## src/rtl/temp_value_formatter_if.sv

```systemverilog
// Sensor-side and display-side signals of the temperature formatter.
interface temp_value_formatter_if;
   logic        raw_valid;
   logic [15:0] raw_temp;
   logic        sample_req;
   logic [7:0]  c_val;
   logic [7:0]  f_val;
   logic        init;
   logic        upd;
   logic        busy;
   logic        err;

   // Sensor/stimulus side: supplies readings, observes results.
   modport master (
      output raw_valid, raw_temp,
      input  sample_req, c_val, f_val, init, upd, busy, err
   );

   // Formatter side.
   modport slave (
      input  raw_valid, raw_temp,
      output sample_req, c_val, f_val, init, upd, busy, err
   );
endinterface

```

## src/rtl/temp_value_formatter.sv

```systemverilog
// Converts DS18B20-format readings (1/16 degC per LSB) into saturated 8-bit
// Celsius/Fahrenheit values, pacing sensor requests and flagging timeouts.
module temp_value_formatter #(
   parameter int unsigned SAMPLE_PERIOD = 25_000_000,
   parameter int unsigned TIMEOUT       = 1_000_000,
   parameter int unsigned MAX_C         = 99,
   parameter int unsigned MAX_F         = 199
) (
   input logic                   clk,
   input logic                   rst,
   temp_value_formatter_if.slave bus
);

   localparam int unsigned PER_W     = (SAMPLE_PERIOD > 1) ? $clog2(SAMPLE_PERIOD) : 1;
   localparam int unsigned TO_W      = (TIMEOUT > 1) ? $clog2(TIMEOUT) : 1;
   localparam int unsigned DVD_W     = 19;
   localparam int unsigned CNT_W     = 5;
   localparam int unsigned DIV_STEPS = 19;
   localparam int unsigned DIVISOR   = 80;

   typedef enum logic [1:0] {S_IDLE, S_CALC, S_DIV, S_DONE} state_t;

   state_t             state_q, state_d;
   logic [PER_W-1:0]   per_q, per_d;
   logic               pend_q, pend_d;
   logic               armed_q, armed_d;
   logic [TO_W-1:0]    tcnt_q, tcnt_d;
   logic [15:0]        raw_q, raw_d;
   logic [7:0]         rem_q, rem_d;
   logic [DVD_W-1:0]   dq_q, dq_d;
   logic [CNT_W-1:0]   cnt_q, cnt_d;
   logic               sample_req_q, sample_req_d;
   logic [7:0]         c_q, c_d;
   logic [7:0]         f_q, f_d;
   logic               init_q, init_d;
   logic               upd_q, upd_d;
   logic               busy_q, busy_d;
   logic               err_q, err_d;

   logic               wrap;
   logic               expire;
   logic signed [20:0] num;
   logic [8:0]         trial;
   logic [10:0]        c_mag;

   // Fahrenheit numerator (F = (raw*9 + 2560) / 80), divider trial and Celsius magnitude.
   assign num   = {{5{raw_q[15]}}, raw_q} * 21'sd9 + 21'sd2560;
   assign trial = {rem_q, dq_q[DVD_W-1]};
   assign c_mag = raw_q[14:4];

   // Next-state and output logic.
   always_comb begin
      state_d      = state_q;
      per_d        = per_q;
      pend_d       = pend_q;
      armed_d      = armed_q;
      tcnt_d       = tcnt_q;
      raw_d        = raw_q;
      rem_d        = rem_q;
      dq_d         = dq_q;
      cnt_d        = cnt_q;
      sample_req_d = 1'b0;
      c_d          = c_q;
      f_d          = f_q;
      init_d       = init_q;
      upd_d        = 1'b0;
      busy_d       = busy_q;
      err_d        = err_q;
      expire       = 1'b0;

      wrap  = (per_q == PER_W'(SAMPLE_PERIOD - 1));
      per_d = wrap ? '0 : per_q + PER_W'(1);

      if (armed_q) begin
         if (tcnt_q == TO_W'(TIMEOUT - 1)) begin
            expire  = 1'b1;
            armed_d = 1'b0;
         end else begin
            tcnt_d = tcnt_q + TO_W'(1);
         end
      end
      if (bus.raw_valid) begin
         armed_d = 1'b0;
      end

      // A wrap seen while converting is held as a single pending request.
      if ((state_q == S_IDLE) && (wrap || pend_q)) begin
         sample_req_d = 1'b1;
         pend_d       = 1'b0;
         armed_d      = 1'b1;
         tcnt_d       = '0;
      end else if (wrap) begin
         pend_d = 1'b1;
      end

      case (state_q)
         S_IDLE: begin
            if (bus.raw_valid) begin
               raw_d   = bus.raw_temp;
               busy_d  = 1'b1;
               state_d = S_CALC;
            end
         end
         S_CALC: begin
            // Non-positive numerators floor to 0 degF; dividing zero keeps it zero.
            dq_d    = (num <= 21'sd0) ? '0 : num[DVD_W-1:0];
            rem_d   = '0;
            cnt_d   = '0;
            state_d = S_DIV;
         end
         S_DIV: begin
            if (trial >= 9'(DIVISOR)) begin
               rem_d = 8'(trial - 9'(DIVISOR));
               dq_d  = {dq_q[DVD_W-2:0], 1'b1};
            end else begin
               rem_d = trial[7:0];
               dq_d  = {dq_q[DVD_W-2:0], 1'b0};
            end
            if (cnt_q == CNT_W'(DIV_STEPS - 1)) begin
               state_d = S_DONE;
            end else begin
               cnt_d = cnt_q + CNT_W'(1);
            end
         end
         S_DONE: begin
            if (raw_q[15]) begin
               c_d = '0;
            end else if (c_mag > 11'(MAX_C)) begin
               c_d = 8'(MAX_C);
            end else begin
               c_d = 8'(c_mag);
            end
            f_d     = (dq_q > DVD_W'(MAX_F)) ? 8'(MAX_F) : 8'(dq_q);
            upd_d   = 1'b1;
            init_d  = 1'b1;
            err_d   = 1'b0;
            busy_d  = 1'b0;
            state_d = S_IDLE;
         end
         default: state_d = S_IDLE;
      endcase

      // A timeout landing on the same cycle still raises the sticky flag.
      if (expire) begin
         err_d = 1'b1;
      end
   end

   // State and output registers.
   always_ff @(posedge clk or posedge rst) begin
      if (rst) begin
         state_q      <= S_IDLE;
         per_q        <= '0;
         pend_q       <= 1'b0;
         armed_q      <= 1'b0;
         tcnt_q       <= '0;
         raw_q        <= '0;
         rem_q        <= '0;
         dq_q         <= '0;
         cnt_q        <= '0;
         sample_req_q <= 1'b0;
         c_q          <= '0;
         f_q          <= '0;
         init_q       <= 1'b0;
         upd_q        <= 1'b0;
         busy_q       <= 1'b0;
         err_q        <= 1'b0;
      end else begin
         state_q      <= state_d;
         per_q        <= per_d;
         pend_q       <= pend_d;
         armed_q      <= armed_d;
         tcnt_q       <= tcnt_d;
         raw_q        <= raw_d;
         rem_q        <= rem_d;
         dq_q         <= dq_d;
         cnt_q        <= cnt_d;
         sample_req_q <= sample_req_d;
         c_q          <= c_d;
         f_q          <= f_d;
         init_q       <= init_d;
         upd_q        <= upd_d;
         busy_q       <= busy_d;
         err_q        <= err_d;
      end
   end

   assign bus.sample_req = sample_req_q;
   assign bus.c_val      = c_q;
   assign bus.f_val      = f_q;
   assign bus.init       = init_q;
   assign bus.upd        = upd_q;
   assign bus.busy       = busy_q;
   assign bus.err        = err_q;

endmodule

```

## src/flat_wrapper.sv

```systemverilog
// flat-port wrapper written by rule: the top's interface ports become plain ports
module temp_value_formatter_flat 
#(
   parameter int unsigned SAMPLE_PERIOD = 25_000_000,
   parameter int unsigned TIMEOUT       = 1_000_000,
   parameter int unsigned MAX_C         = 99,
   parameter int unsigned MAX_F         = 199
)
  (clk, rst, bus_raw_valid, bus_raw_temp, bus_sample_req, bus_c_val, bus_f_val, bus_init, bus_upd, bus_busy, bus_err);
  temp_value_formatter_if bus_i ();
  input logic clk;
  input logic rst;
  input wire logic [$bits(bus_i.raw_valid)-1:0] bus_raw_valid;
  input wire logic [$bits(bus_i.raw_temp)-1:0] bus_raw_temp;
  output wire logic [$bits(bus_i.sample_req)-1:0] bus_sample_req;
  output wire logic [$bits(bus_i.c_val)-1:0] bus_c_val;
  output wire logic [$bits(bus_i.f_val)-1:0] bus_f_val;
  output wire logic [$bits(bus_i.init)-1:0] bus_init;
  output wire logic [$bits(bus_i.upd)-1:0] bus_upd;
  output wire logic [$bits(bus_i.busy)-1:0] bus_busy;
  output wire logic [$bits(bus_i.err)-1:0] bus_err;
  assign bus_i.raw_valid = bus_raw_valid;
  assign bus_i.raw_temp = bus_raw_temp;
  assign bus_sample_req = bus_i.sample_req;
  assign bus_c_val = bus_i.c_val;
  assign bus_f_val = bus_i.f_val;
  assign bus_init = bus_i.init;
  assign bus_upd = bus_i.upd;
  assign bus_busy = bus_i.busy;
  assign bus_err = bus_i.err;
  temp_value_formatter #(.SAMPLE_PERIOD(SAMPLE_PERIOD), .TIMEOUT(TIMEOUT), .MAX_C(MAX_C), .MAX_F(MAX_F)) u_core (.clk(clk), .rst(rst), .bus(bus_i));
endmodule
```

## config.mk

```make
export PLATFORM = sky130hd
export DESIGN_NAME = temp_value_formatter_flat
export DESIGN_NICKNAME = d
export VERILOG_FILES = /design/src/rtl/temp_value_formatter_if.sv /design/src/rtl/temp_value_formatter.sv /design/src/flat_wrapper.sv
export SDC_FILE = /design/constraint.sdc
export NUM_CORES = 1
export LEC_CHECK = 0
export ABC_AREA = 1
export CORE_MARGIN = 1.5
export CORE_UTILIZATION = 45
export CTS_CLUSTER_DIAMETER = 200
export DETAILED_ROUTE_END_ITERATION = 8
export GPL_TIMING_DRIVEN = 0
export MAX_ROUTING_LAYER = met4
export PLACE_DENSITY = 0.67
export SYNTH_ARGS = -nofsm -noshare
export SYNTH_HDL_FRONTEND = slang
export SYNTH_SLANG_ARGS = --single-unit
export TNS_END_PERCENT = 20
```

## constraint.sdc

```tcl
create_clock -name clk -period 4.5 [get_ports clk]
set_clock_uncertainty 0.2 [all_clocks]
set_input_delay 0.675 -clock clk [delete_from_list [all_inputs] [get_ports clk]]
set_output_delay 0.675 -clock clk [all_outputs]
set_load 0.005 [all_outputs]
```

==> impl_results.md, run 1 <==
* Pwr/cell area at between 700 and 800 nW/um^2
* Leak at 4.06 nW
* Synthesized Nets at 983
* Nets at around 1000
* Gr ovfl total at 0
* Max Slew Vio Count at 0
* CTS Sinks at about 120
* Filler Cell Count at between 1000 and 1500
* Max incr delay on CP at 0.45 ns
* Die area at 16700 um^2
* Total wire length at roughly 17 mm
* Post-synthesis simple-gate area fraction at 0.254
* Status: complete, no violations
* Placed Cells incl. Taps at 1163
* Post-Synthesis Cells at 907
* Top post-synthesis cells by area: dfrtp_1, nand2_1, ha_1, inv_1, nor2_1
* VDD IR max at about 0.41 mV
* Root Buffer: clkbuf_16
* Min cycle time layout at 3.42 ns
* Hpwl dp at 12.5 mm
* Cell accounting for the most synthesized area: dfrtp_1
* Row count at 46
* Hold WS at ~0.27 ns
* Avg Vias per Cell at 5.15
* Arr. time, crit path at 3.52 ns
* Mean post-synth cell area at slightly below 8 um^2
* Global-route wire length before repair at 29.4 mm
* CP endpoint kind: register
* Relative slew slack at 0.382
* Asr flop ratio synth at 1.00
* Critical path's top delay family: adder cells
* Fmax achieved at 293 MHz
* Share of cells above drive strength 1 at 0.0613
* Design Area, Final at 8530 um^2
* Initial Util at 0.457
* Hold/Removal Path Class: reg -> reg
* Startpoint types: register
* RSZ-0062 raised after global routing: no
* Register bit total from synthesis at around 120
* IO Count at 40
* Clk_lat worst skew at about 0.42 ns
* Max FO, Critical Path at 9
* Hold Vio Cnt, Final at 0
* Sequential-to-total area share from yosys stat at 0.411
* Most frequent cells in the layout: nand2_1, inv_1, dfrtp_1
* CTS buffer count at 17
* Most used cell, CP: nand2_1
* Area share of fa/ha/maj cells after synthesis at 0.103
* Setup TNS at 0 ns
* Maximum root-to-sink buffer count at 2
* Cts hold-fix bufs at 0
* Vias post-DR at 6151
* Share of the synthesized area in the top cell type at 0.411
* Leading cell type in the layout, fill and taps excluded: nand2_1
* Area grow syn2layout at 18.7%
* Post-Synth XOR/XNOR Area at 0.0280
* # port buffers at 39
* DP Area at between 7000 and 8000 um^2
* Postcts setup bufs at 0
* Die Ht at 129 um
* H-tree levels at 4
* Initial antenna violation count at 0
* Number of global-route vias before repair at 6210
* Max-cap violations at 0
* WS Path Type: reg -> reg
* Mux contribution to synthesized area at 0
* Die Span X at 129 um
* Critical-path top delay cell: fa_1
* Post-synth EDFFs at 0
* Largest family of logic cells by synthesized area: simple AND/OR/NAND/NOR gates
* GPL Wtd Cong at 0.898
* Synthesized area at 7180 um^2
* WL/cell at between 10 and 15 um
* Diodes inserted at 0
* Ys flop type: dfrtp_1
* Fin crit share at 0.759
* Ordered list of cells on the worst path: ha_1, ha_1, ha_1, fa_1, nand2_1, nand2_1, nand3_1, nand2_1, nand2_1, nand2_1, nand2_1, nand2_1, inv_1, nand2_1, nor2_1, nand2_2, nand2_2, o21bai_1
* Distinct cells, synth at between 40 and 50
* Fin cells at 1195
* Final setup vio count at 0
* Gr usage total at 0.231
* TritonCTS clock tree: yes
* DRC violation count after routing at 0
* Post-cts resize count at 0
* Post-synthesis compound-gate area fraction at 0.117
* Ys Warns at 0
* Initial DRC count at 414
* Core Area at 15700 um^2
* Clk slew on worst S/H paths at 0.06 ns
* 1st-pass router iterations at 5
* Least-Margin Pin Slew at 0.918 ns
* Post-DRT Antenna Nets at 0
* Largest net degree at the start of global routing at 95
* Number of buffers and inverters on the critical path at 1
* Critical Path RT at 4.60 ns
[worst paths after layout]
| path | from | end | slack [ns] | cells past startpoint |
|---|---|---|---|---|
| max | u_core.raw_q[5] | u_core.dq_q[7] | 1.08 | 18 |
| min | u_core.per_q[0] | u_core.per_q[0] | 0.27 | 1 |
| max reg2reg | u_core.raw_q[5] | u_core.dq_q[7] | 1.08 | 18 |
| min reg2reg | u_core.per_q[0] | u_core.per_q[0] | 0.27 | 1 |
| max in group asynchronous | rst | u_core.tcnt_q[8] | 2.99 | 3 |
| min in group asynchronous | rst | u_core.bus.c_val[4] | 0.38 | 2 |
[Yosys cell counts, types with 2 or more instances]
cell / count
nand2_1: 200
inv_1: 143
dfrtp_1: 118
nor2_1: 72
ha_1: 53
nand3_1: 53
o21ai_0: 49
a21oi_1: 27
nor3_1: 26
nand4_1: 25
o22ai_1: 23
xor2_1: 22
o21bai_1: 18
nor4_1: 11
clkbuf_1: 9
o31ai_1: 8
a31oi_1: 5
nand2_2: 5
nand3b_1: 5
fa_1: 4
nor3_2: 4
inv_2: 3
a211oi_1: 2
buf_2: 2
buf_6: 2
nor2_4: 2
[through the flow]
| step | util | setup WS, ns | total power [mW] |
|---|---|---|---|
| 2_1_floorplan | - | 0.496 | 3.68 |
| 3_3_place_gp | 0.499 | -1.30 | 4.44 |
| 3_5_place_dp | 0.501 | 1.13 | 4.48 |
| 4_1_cts | 0.543 | 1.10 | 6.00 |
| 5_1_grt | 0.543 | 0.764 | 6.59 |
| 6_report | 0.543 | 1.08 | 5.98 |
[cell families after synthesis]
kind of cell | after synthesis
AO/OA/AOI/OAI | 139
XOR/XNOR | 23
adder cells (fa/ha/maj) | 57
buffers and inverters | 161
flip-flops | 118
AND/OR/NAND/NOR | 409
[power by group]
part,total (mW),switching [mW],internal [mW]
clock,1.49,0.504,0.985
combinational,3.02,1.92,1.11
sequential,1.47,0.165,1.31
total,5.98,2.58,3.40
[worst reg2reg max path, stage by stage (launching register included)]
cell	delay, ns
dfrtp_1	0.44
ha_1	0.31
ha_1	0.29
ha_1	0.27
fa_1	0.45
nand2_1	0.09
nand2_1	0.08
nand3_1	0.10
nand2_1	0.12
nand2_1	0.11
nand2_1	0.06
nand2_1	0.05
nand2_1	0.05
inv_1	0.05
nand2_1	0.04
nor2_1	0.16
nand2_2	0.13
nand2_2	0.19
o21bai_1	0.10
[area by class of cell]
type / count / area, um^2 / share of cell area
Buffer: 14 / 70.1 / 0.00821
Clock buffer: 21 / 480 / 0.0563
Clock inverter: 11 / 171 / 0.0201
Inverter: 147 / 557 / 0.0653
Multi-Input combinational cell: 628 / 3610 / 0.423
Sequential cell: 118 / 2950 / 0.346
Tap cell: 216 / 270 / 0.0317
Timing Repair Buffer: 40 / 418 / 0.0490
[per-layer routing]
layer	routed length, um	up-vias	GRT usage
met2	8080	114	0.377
met5	0	-	-
met3	608	30	0.0454
met1	7950	2891	0.290
li1	-	3116	-
met4	275	0	0.0727
[state kept, by name, indices dropped and copies added (netlist names)]
name,flops
u_core.state_q,2
u_core.bus.err,1
u_core.rem_q,8
u_core.per_q,25
u_core.dq_q,19
u_core.cnt_q,5
u_core.pend_q,1
u_core.tcnt_q,20
u_core.bus.upd,1
u_core.bus.busy,1
u_core.bus.sample_req,1
u_core.bus.f_val,8
u_core.armed_q,1
u_core.raw_q,16
u_core.bus.c_val,8
u_core.bus.init,1
No activity file was read; power rests on OpenSTA's default activity.
==> inputs of run 2 (changes only) <==
==> constraint.sdc (replaced) <==
create_clock -name clk -period 3.45 [get_ports clk]
set_clock_uncertainty 0.2 [all_clocks]
set_input_delay 0.5175 -clock clk [delete_from_list [all_inputs] [get_ports clk]]
set_output_delay 0.5175 -clock clk [all_outputs]
set_load 0.005 [all_outputs]
==> impl_results.md, run 2 (same netlist as run 1, synthesis figures left out) <==
* TritonCTS clock tree: yes
* Largest net degree at the start of global routing at 37
* CP endpoint kind: register
* Fin cells at 1199
* Clk_lat worst skew at between 0.4 and 0.5 ns
* Filler Cell Count at 1478
* Maximum root-to-sink buffer count at 2
* Global-route wire length before repair at 28.5 mm
* Die area at ~17000 um^2
* Share of cells above drive strength 1 at 0.0763
* Total wire length at 16.7 mm
* Fmax achieved at 311 MHz
* Gr usage total at 0.222
* # port buffers at 39
* Top reg by flops: u_core.per_q
* Setup WS post-layout at between 0.2 and 0.25 ns
* Avg Vias per Cell at just over 5
* Max Slew Vio Count at 0
* IO Count at 40
* DRC violation count after routing at 0
* Row count at 46
* Diodes inserted at 0
* Least-Margin Pin Slew at roughly 0.85 ns
* Initial DRC count at 327
* Die Ht at 129 um
* Die Span X at ~130 um
* Min cycle time layout at 3.21 ns
* Max FO, Critical Path at 8
* Placed Cells incl. Taps at 1165
* Core Area at around 16000 um^2
* Hpwl dp at ~13 mm
* Fin crit share at 0.931
* Relative slew slack at 0.425
* Hold Vio Cnt, Final at 0
* Gr ovfl total at 0
* Most frequent cells in the layout: nand2_1, inv_1, dfrtp_1
* Dpl ws at approximately 0.10 ns
* WL/cell at 14.0 um
* WS Path Type: reg -> reg
* Vias post-DR at 6160
* Final setup vio count at 0
* Initial Util at 0.457
* Hold WS at 0.260 ns
* RSZ-0062 raised after global routing: no
* GPL Wtd Cong at approximately 0.90
* Max-cap violations at 0
* H-tree levels at 4
* Status: complete, no violations
* Post-DRT Antenna Nets at 0
* VDD IR max at 0.582 mV
* Cts hold-fix bufs at 0
* Top Registers: u_core.per_q: 25 flops, u_core.tcnt_q: 20 flops, u_core.dq_q: 19 flops
* Hold/Removal Path Class: reg -> reg
* Max reg flops at 25
* CTS Sinks at roughly 120
* Startpoint types: register
* 1st-pass router iterations at 5
* Root Buffer: clkbuf_16
* Setup TNS at 0 ns
* Pwr/cell area at ~900 nW/um^2
* Initial antenna violation count at 0
* Nets at about 1000
* Leak at 4.06 nW
* Critical Path RT at 3.55 ns
* Number of global-route vias before repair at 6064
* CTS buffer count at 17
* Clk slew on worst S/H paths at 0.06 ns
* Arr. time, crit path at 3.31 ns
* Area grow syn2layout at 18.9%
* Leading cell type in the layout, fill and taps excluded: nand2_1
run 2: cell types whose count changed in the layout (fill, tap and decap cells not counted), moves of 3 or more:
| cell | change |
|---|---|
| bufinv_16 | -4 |
| inv_6 | +3 |
| clkbuf_8 | -4 |
| ha_1 | -3 |
| clkinv_4 | +7 |
run 2: timing repair:
item                                    CTS  global route
resized for setup                         0            14
endpoints found under the setup margin    0            19
setup buffers                             0             1
run 2: layer usage:
metal	GRT usage	routed length (um)	share of wire
met5	-	0	0
met4	0.0575	224	0.013
met3	0.0462	585	0.035
met2	0.360	8030	0.48
met1	0.285	7910	0.47
run 2: final timing paths:
path | from | to | slack, ns | depth (start not counted)
setup reg to reg | u_core.raw_q[6] | u_core.dq_q[15] | 0.24 | 18
hold / removal | u_core.bus.init | u_core.bus.init | 0.26 | 1
setup / recovery | u_core.raw_q[6] | u_core.dq_q[15] | 0.24 | 18
hold reg to reg | u_core.bus.init | u_core.bus.init | 0.26 | 1
min in group asynchronous | rst | u_core.bus.c_val[0] | 0.32 | 2
max in group asynchronous | rst | u_core.dq_q[8] | 1.71 | 5
run 2: cell type report:
cell class	count	area, um^2	share of cell area
buffer	14	70.1	0.00821
clock buffer	17	425	0.0498
clock inverter	15	125	0.0147
inverter	147	556	0.0651
multi-input combinational	629	3670	0.430
sequential	118	2960	0.346
tap	216	270	0.0316
timing repair buffer	43	465	0.0545
run 2: report_power, final:
part | internal [mW] | switching, mW | total, mW
logic | 1.57 | 2.57 | 4.13
registers | 1.70 | 0.213 | 1.92
clock network | 0.931 | 0.693 | 1.62
total | 4.20 | 3.47 | 7.67
run 2: per-stage QoR:
stage	utilization	power [mW]	area, um^2
2_1_floorplan	-	4.80	7190
3_3_place_gp	0.500	5.79	7850
3_5_place_dp	0.504	5.86	7920
4_1_cts	0.539	7.54	8470
5_1_grt	0.543	8.41	8540
6_report	0.543	7.67	8540
run 2: critical path: stages (launching register included):
cell      delay, ns
dfrtp_1        0.36
inv_2          0.08
fa_1           0.53
inv_1          0.04
ha_1           0.32
ha_4           0.30
nand2_1        0.07
inv_1          0.08
nand4_1        0.13
nand2_1        0.14
nand2_1        0.08
nand2_1        0.08
nand2_1        0.05
nand2_1        0.08
nand2_1        0.06
nor2_2         0.16
nand2_4        0.11
nand3_4        0.12
o21bai_1       0.08
==> inputs of run 3 (changes only) <==
--- a/config.mk
+++ b/config.mk
@@ -6,13 +6,15 @@
 export NUM_CORES = 1
 export LEC_CHECK = 0
 export ABC_AREA = 1
+export CELL_PAD_IN_SITES_DETAIL_PLACEMENT = 1
+export CELL_PAD_IN_SITES_GLOBAL_PLACEMENT = 1
 export CORE_MARGIN = 1.5
 export CORE_UTILIZATION = 45
 export CTS_CLUSTER_DIAMETER = 200
 export DETAILED_ROUTE_END_ITERATION = 8
 export GPL_TIMING_DRIVEN = 0
 export MAX_ROUTING_LAYER = met4
-export PLACE_DENSITY = 0.67
+export PLACE_DENSITY = 0.84
 export SYNTH_ARGS = -nofsm -noshare
 export SYNTH_HDL_FRONTEND = slang
 export SYNTH_SLANG_ARGS = --single-unit
==> impl_results.md, run 3 (same netlist as run 1, synthesis figures left out) <==
* Status: complete, no violations
* Critical Path End: u_core.dq_q[17]
* VDD IR max at 0.615 mV
* WS Path Type: reg -> reg
* Nets at 1048
* Leading cell type in the layout, fill and taps excluded: nand2_1
* 1st-pass router iterations at 5
* Global-route wire length before repair at 35.0 mm
* DRC violation count after routing at 0
* Placed Cells incl. Taps at ~1200
* Core Area at 15700 um^2
* Fin crit share at 0.946
* Pwr/cell area at between 900 and 1000 nW/um^2
* Hold Vio Cnt, Final at 0
* Worst reg-to-reg setup slack at 0.19 ns
* CTS Sinks at 118
* DP Area at 7910 um^2
* Clk_lat worst skew at 0.43 ns
* Post-DRT Antenna Nets at 0
* Worst Reg-to-Reg Cells at 18
* CTS buffer count at 17
* Vias post-DR at 6529
* Critical Path RT at 3.60 ns
* Top Registers: u_core.per_q: 25 flops, u_core.tcnt_q: 20 flops, u_core.dq_q: 19 flops
* Max reg flops at 25
* Clk slew on worst S/H paths at 0.06 ns
* H-tree levels at 4
* CP endpoint kind: register
* Final setup vio count at 0
* Min cycle time layout at 3.26 ns
* WL/cell at 17.6 um
* Crit path from: u_core.raw_q[8]
* Fin cells at 1201
* Gr ovfl total at 0
* Cts hold-fix bufs at 0
* Gr usage total at 0.277
* Leak at 4.09 nW
* TritonCTS clock tree: yes
* GPL Wtd Cong at 0.854
* Startpoint types: register
* Die Ht at 129 um
* Max Slew Vio Count at 0
* Largest net degree at the start of global routing at 39
* # port buffers at 39
* Top reg by flops: u_core.per_q
* Area grow syn2layout at 20.0%
* Fmax achieved at roughly 300 MHz
* Least-Margin Pin Slew at 0.861 ns
* Maximum root-to-sink buffer count at 2
* Total wire length at 21.2 mm
* Diodes inserted at 0
* Design Area, Final at between 8000 and 9000 um^2
* Worst R2R Start: u_core.raw_q[8]
* Tot Pwr at 8.25 mW
* Arr. time, crit path at 3.41 ns
* Hold/Removal Path Class: reg -> reg
* Initial antenna violation count at 0
* Hold WS at 0.275 ns
* Most frequent cells in the layout: nand2_1, inv_1, dfrtp_1
* Max FO, Critical Path at 8
* Number of global-route vias before repair at 7092
* Initial DRC count at 300
* Initial Util at 0.457
* Hpwl dp at approximately 15 mm
* Reg-to-reg endpoint: u_core.dq_q[17]
* Filler Cell Count at 1922
* Die Span X at 129 um
* Row count at 46
* Max-cap violations at 0
* Share of cells above drive strength 1 at 0.0893
* Relative slew slack at 0.420
* Avg Vias per Cell at 5.44
* IO Count at 40
* Root Buffer: clkbuf_16
* Die area at between 15000 and 20000 um^2
run 3: cell count changes in the layout (fill, tap and decap cells not counted), moves of 3 or more:
cell	before	now
inv_6	4	1
nand2_2	4	7
nand2_1	200	197
clkinv_2	1	6
clkinv_4	8	2
run 3: critical path, cell delays in order, from the launching register on:
cell and delay (ns):
dfrtp_1 0.37, inv_2 0.09, fa_1 0.54, inv_1 0.05, ha_1 0.32, ha_4 0.27, nand2_1 0.14, inv_2 0.07
a21oi_2 0.18, nand2_2 0.07, nand2_1 0.08, nand2_1 0.06, nand2_1 0.06, nand2_1 0.07, nand2_1 0.11, nor2_4 0.06
nand2_4 0.10, nand3_4 0.13, o21bai_1 0.19
run 3: through the flow:
step | setup TNS, ns | worst slack [ns] | utilization
floorplan | 0 | 0.499 | -
global placement | 0 | 0.0856 | 0.500
detailed placement | 0 | 0.0230 | 0.503
CTS | -0.0115 | -0.00407 | 0.540
global route | -0.0774 | -0.0320 | 0.549
finish | 0 | 0.186 | 0.549
run 3: layout make-up:
type | count | area [um^2] | share of cell area
inverters | 147 | 556 | 0.0644
flip-flops and latches | 118 | 2960 | 0.343
multi-input cells | 629 | 3720 | 0.432
repair buffers | 45 | 473 | 0.0548
well taps | 216 | 270 | 0.0313
clock inverters | 13 | 131 | 0.0152
clock buffers | 19 | 443 | 0.0514
plain buffers | 14 | 70.1 | 0.00812
run 3: where the power goes:
| part | leakage (nW) | switching, mW | total [mW] | internal [mW] |
|---|---|---|---|---|
| Clock | 0.283 | 0.677 | 1.75 | 1.08 |
| Combinational | 2.28 | 2.88 | 4.54 | 1.66 |
| Sequential | 1.53 | 0.243 | 1.95 | 1.71 |
run 3: worst min path at each step:
stage                       to  cells past startpoint             from
2_1_floorplan  u_core.per_q[0]                      1  u_core.per_q[0]
3_3_place_gp   u_core.per_q[0]                      1  u_core.per_q[0]
3_5_place_dp   u_core.bus.init                      1  u_core.bus.init
4_1_cts        u_core.bus.init                      1  u_core.bus.init
5_1_grt        u_core.bus.init                      1  u_core.bus.init
6_report       u_core.bus.init                      1  u_core.bus.init
run 3: repair_timing:
| item | 4_1_cts | 5_1_grt |
|---|---|---|
| setup buffers | 0 | 3 |
| resized for setup | 0 | 28 |
| hold endpoints to repair | 0 | 0 |
| cloned | 0 | 1 |
| endpoints found under the setup margin | 4 | 19 |
| pin swaps | 0 | 4 |
run 3: metal layers:
metal | global-route usage | vias to the layer above | wire [um]
li1 | - | 3128 | -
met1 | 0.312 | 3252 | 8980
met2 | 0.477 | 102 | 11100
met3 | 0.0566 | 47 | 498
met4 | 0.121 | 0 | 617
met5 | - | - | 0
